$ cat src/rtl/ysram_row_writer.sv
// ysram_row_writer: read-modify-write of one 16-bit entry inside a 256-bit Y-SRAM row.
// Optional YSRAM_ACCUM_EN: merged entry = stored entry + update (mod 2^16) instead of replace.
module ysram_row_writer #(
  parameter int unsigned ADDR_W   = 11,
  parameter int unsigned ROW_W    = 256,
  parameter int unsigned WORD_W   = 16,
  parameter int unsigned READ_LAT = 1
) (
  input  logic              clock,
  input  logic              reset,
  input  logic              upd_valid,
  output logic              upd_ready,
  input  logic [ADDR_W-1:0] upd_row,
  input  logic [3:0]        upd_slot,
  input  logic [WORD_W-1:0] upd_value,
  output logic [ADDR_W-1:0] sram_addr,
  output logic              sram_rd_en,
  output logic              sram_wr_en,
  output logic [ROW_W-1:0]  sram_wdata,
  input  logic [ROW_W-1:0]  sram_rdata,
  output logic              wr_done,
  output logic              busy,
  output logic [15:0]       upd_count
);

  localparam int unsigned SLOT_W    = 4;
  localparam int unsigned NUM_SLOTS = ROW_W / WORD_W;
  localparam int unsigned CNT_W     = 2;
  localparam int unsigned UCNT_W    = 16;

  typedef enum logic [1:0] {
    S_IDLE  = 2'd0,
    S_READ  = 2'd1,
    S_WAIT  = 2'd2,
    S_WRITE = 2'd3
  } state_t;

  state_t state;
  state_t next_state;

  logic [ADDR_W-1:0] row_q;
  logic [SLOT_W-1:0] slot_q;
  logic [WORD_W-1:0] value_q;
  logic [ROW_W-1:0]  row_buf;
  logic [CNT_W-1:0]  wait_cnt;

  logic accept;
  logic wait_last;

  logic              ready_d;
  logic              busy_d;
  logic              rd_d;
  logic              wr_d;
  logic [ADDR_W-1:0] addr_d;
  logic [ROW_W-1:0]  buf_d;
  logic [UCNT_W-1:0] count_d;

  logic [WORD_W-1:0] new_word;
  logic [ROW_W-1:0]  merged;

  assign accept    = upd_valid & upd_ready;
  assign wait_last = (wait_cnt == CNT_W'(READ_LAT - 1));

  // State register
  always_ff @(posedge clock) begin
    if (reset) begin
      state <= S_IDLE;
    end else begin
      state <= next_state;
    end
  end

  // Next-state logic
  always_comb begin
    next_state = state;
    case (state)
      S_IDLE:  if (accept) next_state = S_READ;
      S_READ:  next_state = S_WAIT;
      S_WAIT:  if (wait_last) next_state = S_WRITE;
      S_WRITE: next_state = S_IDLE;
      default: next_state = S_IDLE;
    endcase
  end

  // Merge the latched update into the row arriving from the SRAM
`ifdef YSRAM_ACCUM_EN
  logic [WORD_W-1:0] old_word;

  always_comb begin
    old_word = '0;
    for (int i = 0; i < int'(NUM_SLOTS); i++) begin
      if (slot_q == SLOT_W'(i)) old_word = sram_rdata[i*WORD_W +: WORD_W];
    end
    new_word = old_word + value_q;
  end
`else
  always_comb begin
    new_word = value_q;
  end
`endif

  always_comb begin
    merged = sram_rdata;
    for (int i = 0; i < int'(NUM_SLOTS); i++) begin
      if (slot_q == SLOT_W'(i)) merged[i*WORD_W +: WORD_W] = new_word;
    end
  end

  // Output logic: next values of the registered outputs, derived from next_state
  always_comb begin
    ready_d = 1'b0;
    busy_d  = 1'b0;
    rd_d    = 1'b0;
    wr_d    = 1'b0;
    addr_d  = '0;
    buf_d   = '0;
    count_d = upd_count;
    case (next_state)
      S_IDLE: begin
        ready_d = 1'b1;
      end
      S_READ: begin
        busy_d = 1'b1;
        rd_d   = 1'b1;
        addr_d = upd_row;
      end
      S_WAIT: begin
        busy_d = 1'b1;
        addr_d = row_q;
      end
      S_WRITE: begin
        busy_d  = 1'b1;
        wr_d    = 1'b1;
        addr_d  = row_q;
        buf_d   = merged;
        count_d = upd_count + UCNT_W'(1);
      end
      default: begin
        ready_d = 1'b1;
      end
    endcase
  end

  // Registered outputs
  always_ff @(posedge clock) begin
    if (reset) begin
      upd_ready  <= 1'b1;
      busy       <= 1'b0;
      sram_rd_en <= 1'b0;
      sram_wr_en <= 1'b0;
      wr_done    <= 1'b0;
      sram_addr  <= '0;
      row_buf    <= '0;
      upd_count  <= '0;
    end else begin
      upd_ready  <= ready_d;
      busy       <= busy_d;
      sram_rd_en <= rd_d;
      sram_wr_en <= wr_d;
      wr_done    <= wr_d;
      sram_addr  <= addr_d;
      row_buf    <= buf_d;
      upd_count  <= count_d;
    end
  end

  // Row buffer holds the merged row only during the write cycle, zero otherwise
  assign sram_wdata = row_buf;

  // Update latch and read-latency counter
  always_ff @(posedge clock) begin
    if (reset) begin
      row_q    <= '0;
      slot_q   <= '0;
      value_q  <= '0;
      wait_cnt <= '0;
    end else begin
      if (state == S_IDLE && accept) begin
        row_q   <= upd_row;
        slot_q  <= upd_slot;
        value_q <= upd_value;
      end
      if (state == S_WAIT) begin
        wait_cnt <= wait_cnt + CNT_W'(1);
      end else begin
        wait_cnt <= '0;
      end
    end
  end

  a_no_rd_wr_overlap: assert property (@(posedge clock) disable iff (reset)
    !(sram_rd_en && sram_wr_en));

  a_done_with_write: assert property (@(posedge clock) disable iff (reset)
    (sram_wr_en == wr_done));

endmodule

$ cat config.mk
export PLATFORM = sky130hd
export DESIGN_NAME = ysram_row_writer
export DESIGN_NICKNAME = d
export VERILOG_FILES = /design/src/rtl/ysram_row_writer.sv
export SDC_FILE = /design/constraint.sdc
export NUM_CORES = 1
export LEC_CHECK = 0
export ABC_AREA = 1
export CORE_AREA = 2 2 225 227
export CTS_CLUSTER_DIAMETER = 200
export CTS_CLUSTER_SIZE = 14
export DETAILED_ROUTE_END_ITERATION = 12
export DIE_AREA = 0 0 227 229
export PLACE_DENSITY = 0.56
export SLEW_MARGIN = 10
export SYNTH_ARGS = -nofsm -noshare
export SYNTH_HDL_FRONTEND = slang
export SYNTH_SLANG_ARGS = --single-unit
$ cat constraint.sdc
create_clock -name clock -period 1.5 [get_ports clock]
set_input_delay 0.3 -clock clock [delete_from_list [all_inputs] [get_ports clock]]
set_output_delay 0.3 -clock clock [all_outputs]
set_load 0.03 [all_outputs]
==> results.yml, run 1 <==
clock_network:
  postCtsHoldBufs: 0
  cts_tree: "done"
  htreeDepth: 1
  root_buffer: "clkbuf_16"
  cts.sinks: 322
  cts.clk_slew.worst_paths_ps: 70
  cts_buffers: 26
  cts.path.max_buffers: 3
  clock_latency_ps: 570
run_status:
  violations: "negative setup slack"
  status: "finished with violations"
route:
  drtIter0Drc: 793
  finalWirelength_mm: 60.78
  via_per_inst: 4.761
  antenna_left: 0
  drc: 0
  vias: 13427
  routedWlPerCell_um: 21.55
  drtPass1Iterations: 5
floorplan:
  die-width_um: 227
  start_util_pct: 24.16
  dieArea_mm2: 0.05198
  core-area_mm2: 0.04966
  ioPinCount: 578
  dieHeight_um: 229
  std_cell_rows: 82
global_route:
  grtUsageTotal_pct: 21.85
  grt_pass1_wl_mm: 84.90
  grt_pass1_vias: 13024
  antenna_found_initial: 6
  overflow: 0
  grt_max_degree: 51
timing:
  finClkSkew_ps: 27.25
  rsz0062_at_grt: "true"
  fmax_mhz: 602.2
  worstMarginPinSlew_ps: 360.9
  period_needed_ps: 1660
  period_share_pct: 110.7
  hold_violations: 0
  slew_headroom_pct: 75.88
  slew_viol_final: 0
  tns_ps: -15280
  worst_slack_ps: -160.5
  setup_viol_count_final: 222
  whs_ps: 282.9
placed_design:
  place_congestion: 0.8547
  dpl.hpwl_mm: 41.59
  dp_worst_setup_slack_ps: -341.0
  dpl_cell_area_mm2: 0.01953
  port_buffers: 577
  dp.cells: 2759
final_layout:
  syn_to_final_growth_pct: 76.20
  final_common_cell: "nand2_1"
  drive_above_1_share_pct: 32.49
  final_area_mm2: 0.02114
  nNetsFinal: 2441
  finalCoreUtilization_pct: 42.57
  stdcell_count: 2820
  most-common-layout-cells: "327 x nand2_1, 302 x dfxtp_1, 289 x clkdlybuf4s50_1, 248 x nand3_1, 150 x a21oi_2"
critical_path:
  cp-start-kind: "flip-flop"
  worstSetupEndpointType: "flip-flop"
  worstPathArrival_ps: 2140
  worstSetupPathType: "reg2reg"
  critical_path.max_fanout: 8
  worst_ep_required_time_ps: 1980
flow_run:
  drv_cap: 0
yosys:
  ys_warn_count: 0
  synth.distinct_cells: 19
  synth-seq-cells: 322
  syn_area_mm2: 0.01200
  syn_nets: 1822
  seq_area_frac_synth_pct: 53.73
  synthCells: 1527
  avgSynthCellArea_um2: 7.857
power:
  ir_worst_vdd_mv: 1.391
  powerDensity_mw_per_mm2: 1462
  p_leak_nw: 8.559
  power_mw: 30.90
worst_hold_path:
  min_path_type: "in2reg"
-- path summary, 6_finish.rpt --
kind / depth (start not counted) / end / slack [ps] / from
max: 10 / sram_wdata[140]$_SDFF_PP0_ / -160 / state[0]$_SDFF_PP0_
min: 3 / sram_wdata[8]$_SDFF_PP0_ / 280 / sram_rdata[8]
max reg2reg: 10 / sram_wdata[140]$_SDFF_PP0_ / -160 / state[0]$_SDFF_PP0_
min reg2reg: 1 / wait_cnt[0]$_SDFF_PP0_ / 410 / wait_cnt[0]$_SDFF_PP0_
-- critical path, stage by stage (launching register included) --
cell     delay, ps
dfxtp_2        340
inv_4           50
ha_4           280
inv_4           40
nor2_4          80
buf_6          110
nand2_4         70
buf_12         150
buf_16         160
buf_12         150
a21oi_4        120
-- power by group --
group	leakage [nW]	internal [mW]	switching, mW
combinational	5.61	5.49	8.77
sequential	2.62	9.82	0.502
clock	0.333	3.15	3.17
-- layout make-up --
class                      count  area (um^2)
sequential                   322         6471
timing repair buffer         737         7508
antenna                        3        7.507
inverter                      58        226.5
multi-input combinational   1001         5410
clock buffer                  27        675.6
fill                        4949        28520
tap                          672        840.8
-- logic make-up (layout without fill, tap and decap cells) --
kind of cell	Yosys count	after routing	synth area share [%]
adders and majority gates	5	5	0.5214
buffers and inverters	204	822	7.655
xor gates and xnor gates	5	5	0.3650
DFF	322	322	53.73
other	0	3	0
and+or+nand+nor	629	629	22.63
AOI/OAI and AO/OA	362	362	15.10
-- per-layer routing --
metal  vias to the layer above  global-route usage (%)  wire, um
met4                         6                   5.147      1387
met1                      6463                   27.00     24620
li1                       6289                       -         -
met5                         -                       0        35
met3                        96                   5.183      5052
met2                       573                   38.10     29690
-- flip-flops by register name (all words and copies together) (netlist names) --
| signal | flops |
|---|---|
| busy | 1 |
| new_word | 16 |
| row_q | 11 |
| slot_q | 4 |
| sram_addr | 11 |
| sram_rd_en | 1 |
| sram_wdata | 256 |
| state | 2 |
| upd_count | 16 |
| upd_ready | 1 |
| wait_cnt | 2 |
| wr_done | 1 |
-- what timing repair did --
action                                  4_1_cts  5_1_grt
pin swaps                                     3        6
buffers inserted                              8        6
resized for setup                          1253      129
cloned                                       10        9
endpoints found under the setup margin      552      324
-- cells in the mapped netlist, drive strengths merged --
cell,n,area share (%)
o21ai,60,2.5
nor2,39,1.4
nor3,1,0.042
a21oi,302,13
nand3,253,11
nand2,335,11
dfxtp,322,54
clkbuf,55,1.7
inv,58,1.8
nand3b,1,0.063
xor2,5,0.36
ha,5,0.52
buf,91,4.1
Note: power is estimated with default switching activity, not from simulation.
==> run 2, diff against run 1 <==
--- a/config.mk
+++ b/config.mk
@@ -11,7 +11,7 @@
 export CTS_CLUSTER_SIZE = 14
 export DETAILED_ROUTE_END_ITERATION = 12
 export DIE_AREA = 0 0 227 229
-export PLACE_DENSITY = 0.56
+export PLACE_DENSITY = 0.53
 export SLEW_MARGIN = 10
 export SYNTH_ARGS = -nofsm -noshare
 export SYNTH_HDL_FRONTEND = slang
==> run 2 against run 1 <==
Core utilization down 3.4 points. Highest routed layer unchanged. Non-clock buffer count down 17. Die area unchanged. Hold slack worse by 12 ps. Register-to-register slack better by 100 ps. Largest power group unchanged. Clock power about the same. Sequential cell count unchanged. The run still ends with negative setup slack left. Critical path type unchanged. Clock skew down 0.84 ps.
==> results.yml, run 2 (synthesis gave the netlist of run 1 again) <==
critical_path:
  cpPeakStageDelay_ps: 330
  r2r_setup_slack_ps: -60
  path_delay_family: "buffers and inverters"
  path_buf_inv: 4
  cp-start-kind: "flip-flop"
  worstRegToRegCells: 9
  r2r_start: "state[0]$_SDFF_PP0_"
  worstSetupPathType: "reg2reg"
  worst_ep_required_time_ps: 1990
  crit_slowest_cell: "dfxtp_2"
  worstPathArrival_ps: 2050
  worstSetupEndpointType: "flip-flop"
  rr_endpoint: "sram_wdata[218]$_SDFF_PP0_"
  critical_path.max_fanout: 8
  crit_chain: "inv_4 > ha_2 > nand3_4 > nand2_4 > nand2_4 > buf_12 > buf_12 > buf_8 > a21oi_1"
clock_network:
  cts.path.max_buffers: 3
  root_buffer: "clkbuf_16"
  cts.sinks: 322
  clock_latency_ps: 580
  cts_tree: "done"
  cts_buffers: 26
  htreeDepth: 1
  cts.clk_slew.worst_paths_ps: 70
run_status:
  violations: "negative setup slack"
  status: "finished with violations"
flow_run:
  drv_cap: 0
timing:
  whs_ps: 271.0
  fmax_mhz: 642.6
  finClkSkew_ps: 26.41
  setup_viol_count_final: 54
  slew_viol_final: 0
  period_needed_ps: 1556
  rsz0062_at_grt: "true"
  worst_slack_ps: -56.24
  worstMarginPinSlew_ps: 349.8
  slew_headroom_pct: 76.62
  period_share_pct: 103.7
  hold_violations: 0
global_route:
  overflow: 0
  grt_max_degree: 35
  grt_pass1_wl_mm: 85.51
  grt_pass1_vias: 12711
  antenna_found_initial: 8
  grtUsageTotal_pct: 22.07
worst_hold_path:
  min_path_type: "in2reg"
  hold_start: "sram_rdata[160]"
  hold_end: "sram_wdata[160]$_SDFF_PP0_"
  hold_path_depth: 3
power:
  powerDensity_mw_per_mm2: 1513
  p_leak_nw: 8.517
  power_frac_clock_pct: 21.3
  ir_worst_vdd_mv: 0.9419
  p_sw_mw: 12.09
  netSwitchingFraction_pct: 41.04
  power_frac_seq_pct: 35.1
  intPower_mw: 17.37
  p_comb_share_pct: 43.5
route:
  antenna_left: 0
  finalWirelength_mm: 61.04
  via_per_inst: 4.770
  drc: 0
  vias: 13389
  drtPass1Iterations: 5
  routedWlPerCell_um: 21.74
  drtIter0Drc: 872
placed_design:
  dpl.hpwl_mm: 43.02
  dp.cells: 2759
  port_buffers: 577
  place_congestion: 0.8457
floorplan:
  std_cell_rows: 82
  core-area_mm2: 0.04966
  dieHeight_um: 229
  die-width_um: 227
  start_util_pct: 24.16
  ioPinCount: 578
  dieArea_mm2: 0.05198
final_layout:
  largest_reg_flops: 256
  stdcell_count: 2807
  most-common-layout-cells: "329 x nand2_1, 305 x dfxtp_1, 289 x clkdlybuf4s50_1, 256 x buf_2, 251 x nand3_1"
  drive_above_1_share_pct: 26.82
  final_common_cell: "nand2_1"
  nNetsFinal: 2425
  syn_to_final_growth_pct: 62.33
run 2: power groups by stage:
stage	clock network (mW)	registers [mW]	logic [mW]
5_1_grt	6.77	10.5	13.6
6_report	6.29	10.3	12.8
4_1_cts	6.45	10.4	12.6
3_5_place_dp	0	10.6	12.8
3_3_place_gp	0	10.6	12.8
2_1_floorplan	0	12.3	4.07
run 2: timing repair:
action	in CTS	in global routing
resized for setup	1281	209
setup endpoints to repair	545	361
gates cloned	2	6
hold buffers	0	0
buffers inserted	5	2
pin swaps	3	7
run 2: area by class of cell:
| type | count | area [um^2] |
|---|---|---|
| Fill cell | 5193 | 30180 |
| Sequential cell | 322 | 6467 |
| Timing Repair Buffer | 720 | 6251 |
| Multi-Input combinational cell | 1001 | 5001 |
| Tap cell | 672 | 840.8 |
| Clock buffer | 26 | 650.6 |
| Inverter | 58 | 226.5 |
| Clock inverter | 1 | 16.27 |
| Antenna cell | 6 | 15.01 |
| Timing Repair inverter | 1 | 7.507 |
run 2: layer usage:
metal | part of all wire [%] | vias to the layer above | global-route usage (%)
li1 | - | 6243 | -
met1 | 40 | 6398 | 27.10
met2 | 49 | 640 | 37.74
met3 | 9.0 | 104 | 5.901
met4 | 2.9 | 4 | 6.168
met5 | 0.033 | - | 0
run 2: worst max-delay path by stage:
stage	from	to	depth (start not counted)
detailed placement	upd_valid	sram_wdata[22]$_SDFF_PP0_	9
floorplan	state[0]$_SDFF_PP0_	sram_wdata[184]$_SDFF_PP0_	8
global placement	upd_valid	sram_wdata[22]$_SDFF_PP0_	9
finish	state[0]$_SDFF_PP0_	sram_wdata[218]$_SDFF_PP0_	9
CTS	state[0]$_SDFF_PP0_	sram_wdata[79]$_SDFF_PP0_	9
global route	state[0]$_SDFF_PP0_	sram_wdata[93]$_SDFF_PP0_	9
run 2: worst min-delay path, delay by kind of cell:
family	cells	cell delay (ps)
buf+inv	1	390
compound gates	1	50
simple gates	1	60
run 2: metrics by stage:
stage / cell area, um^2 / worst slack [ps] / util (%) / total power [mW] / TNS (ps)
after global routing: 19480 / -118.4 / 39.22 / 30.81 / -8961
final: 19480 / -56.24 / 39.22 / 29.47 / -1442
after global placement: 19430 / -361.6 / 39.14 / 23.32 / -82420
after floorplan: 12000 / 58.86 / - / 16.36 / 0
after detailed placement: 19430 / -347.1 / 39.14 / 23.38 / -77320
after CTS: 19480 / -81.08 / 39.23 / 29.40 / -2609
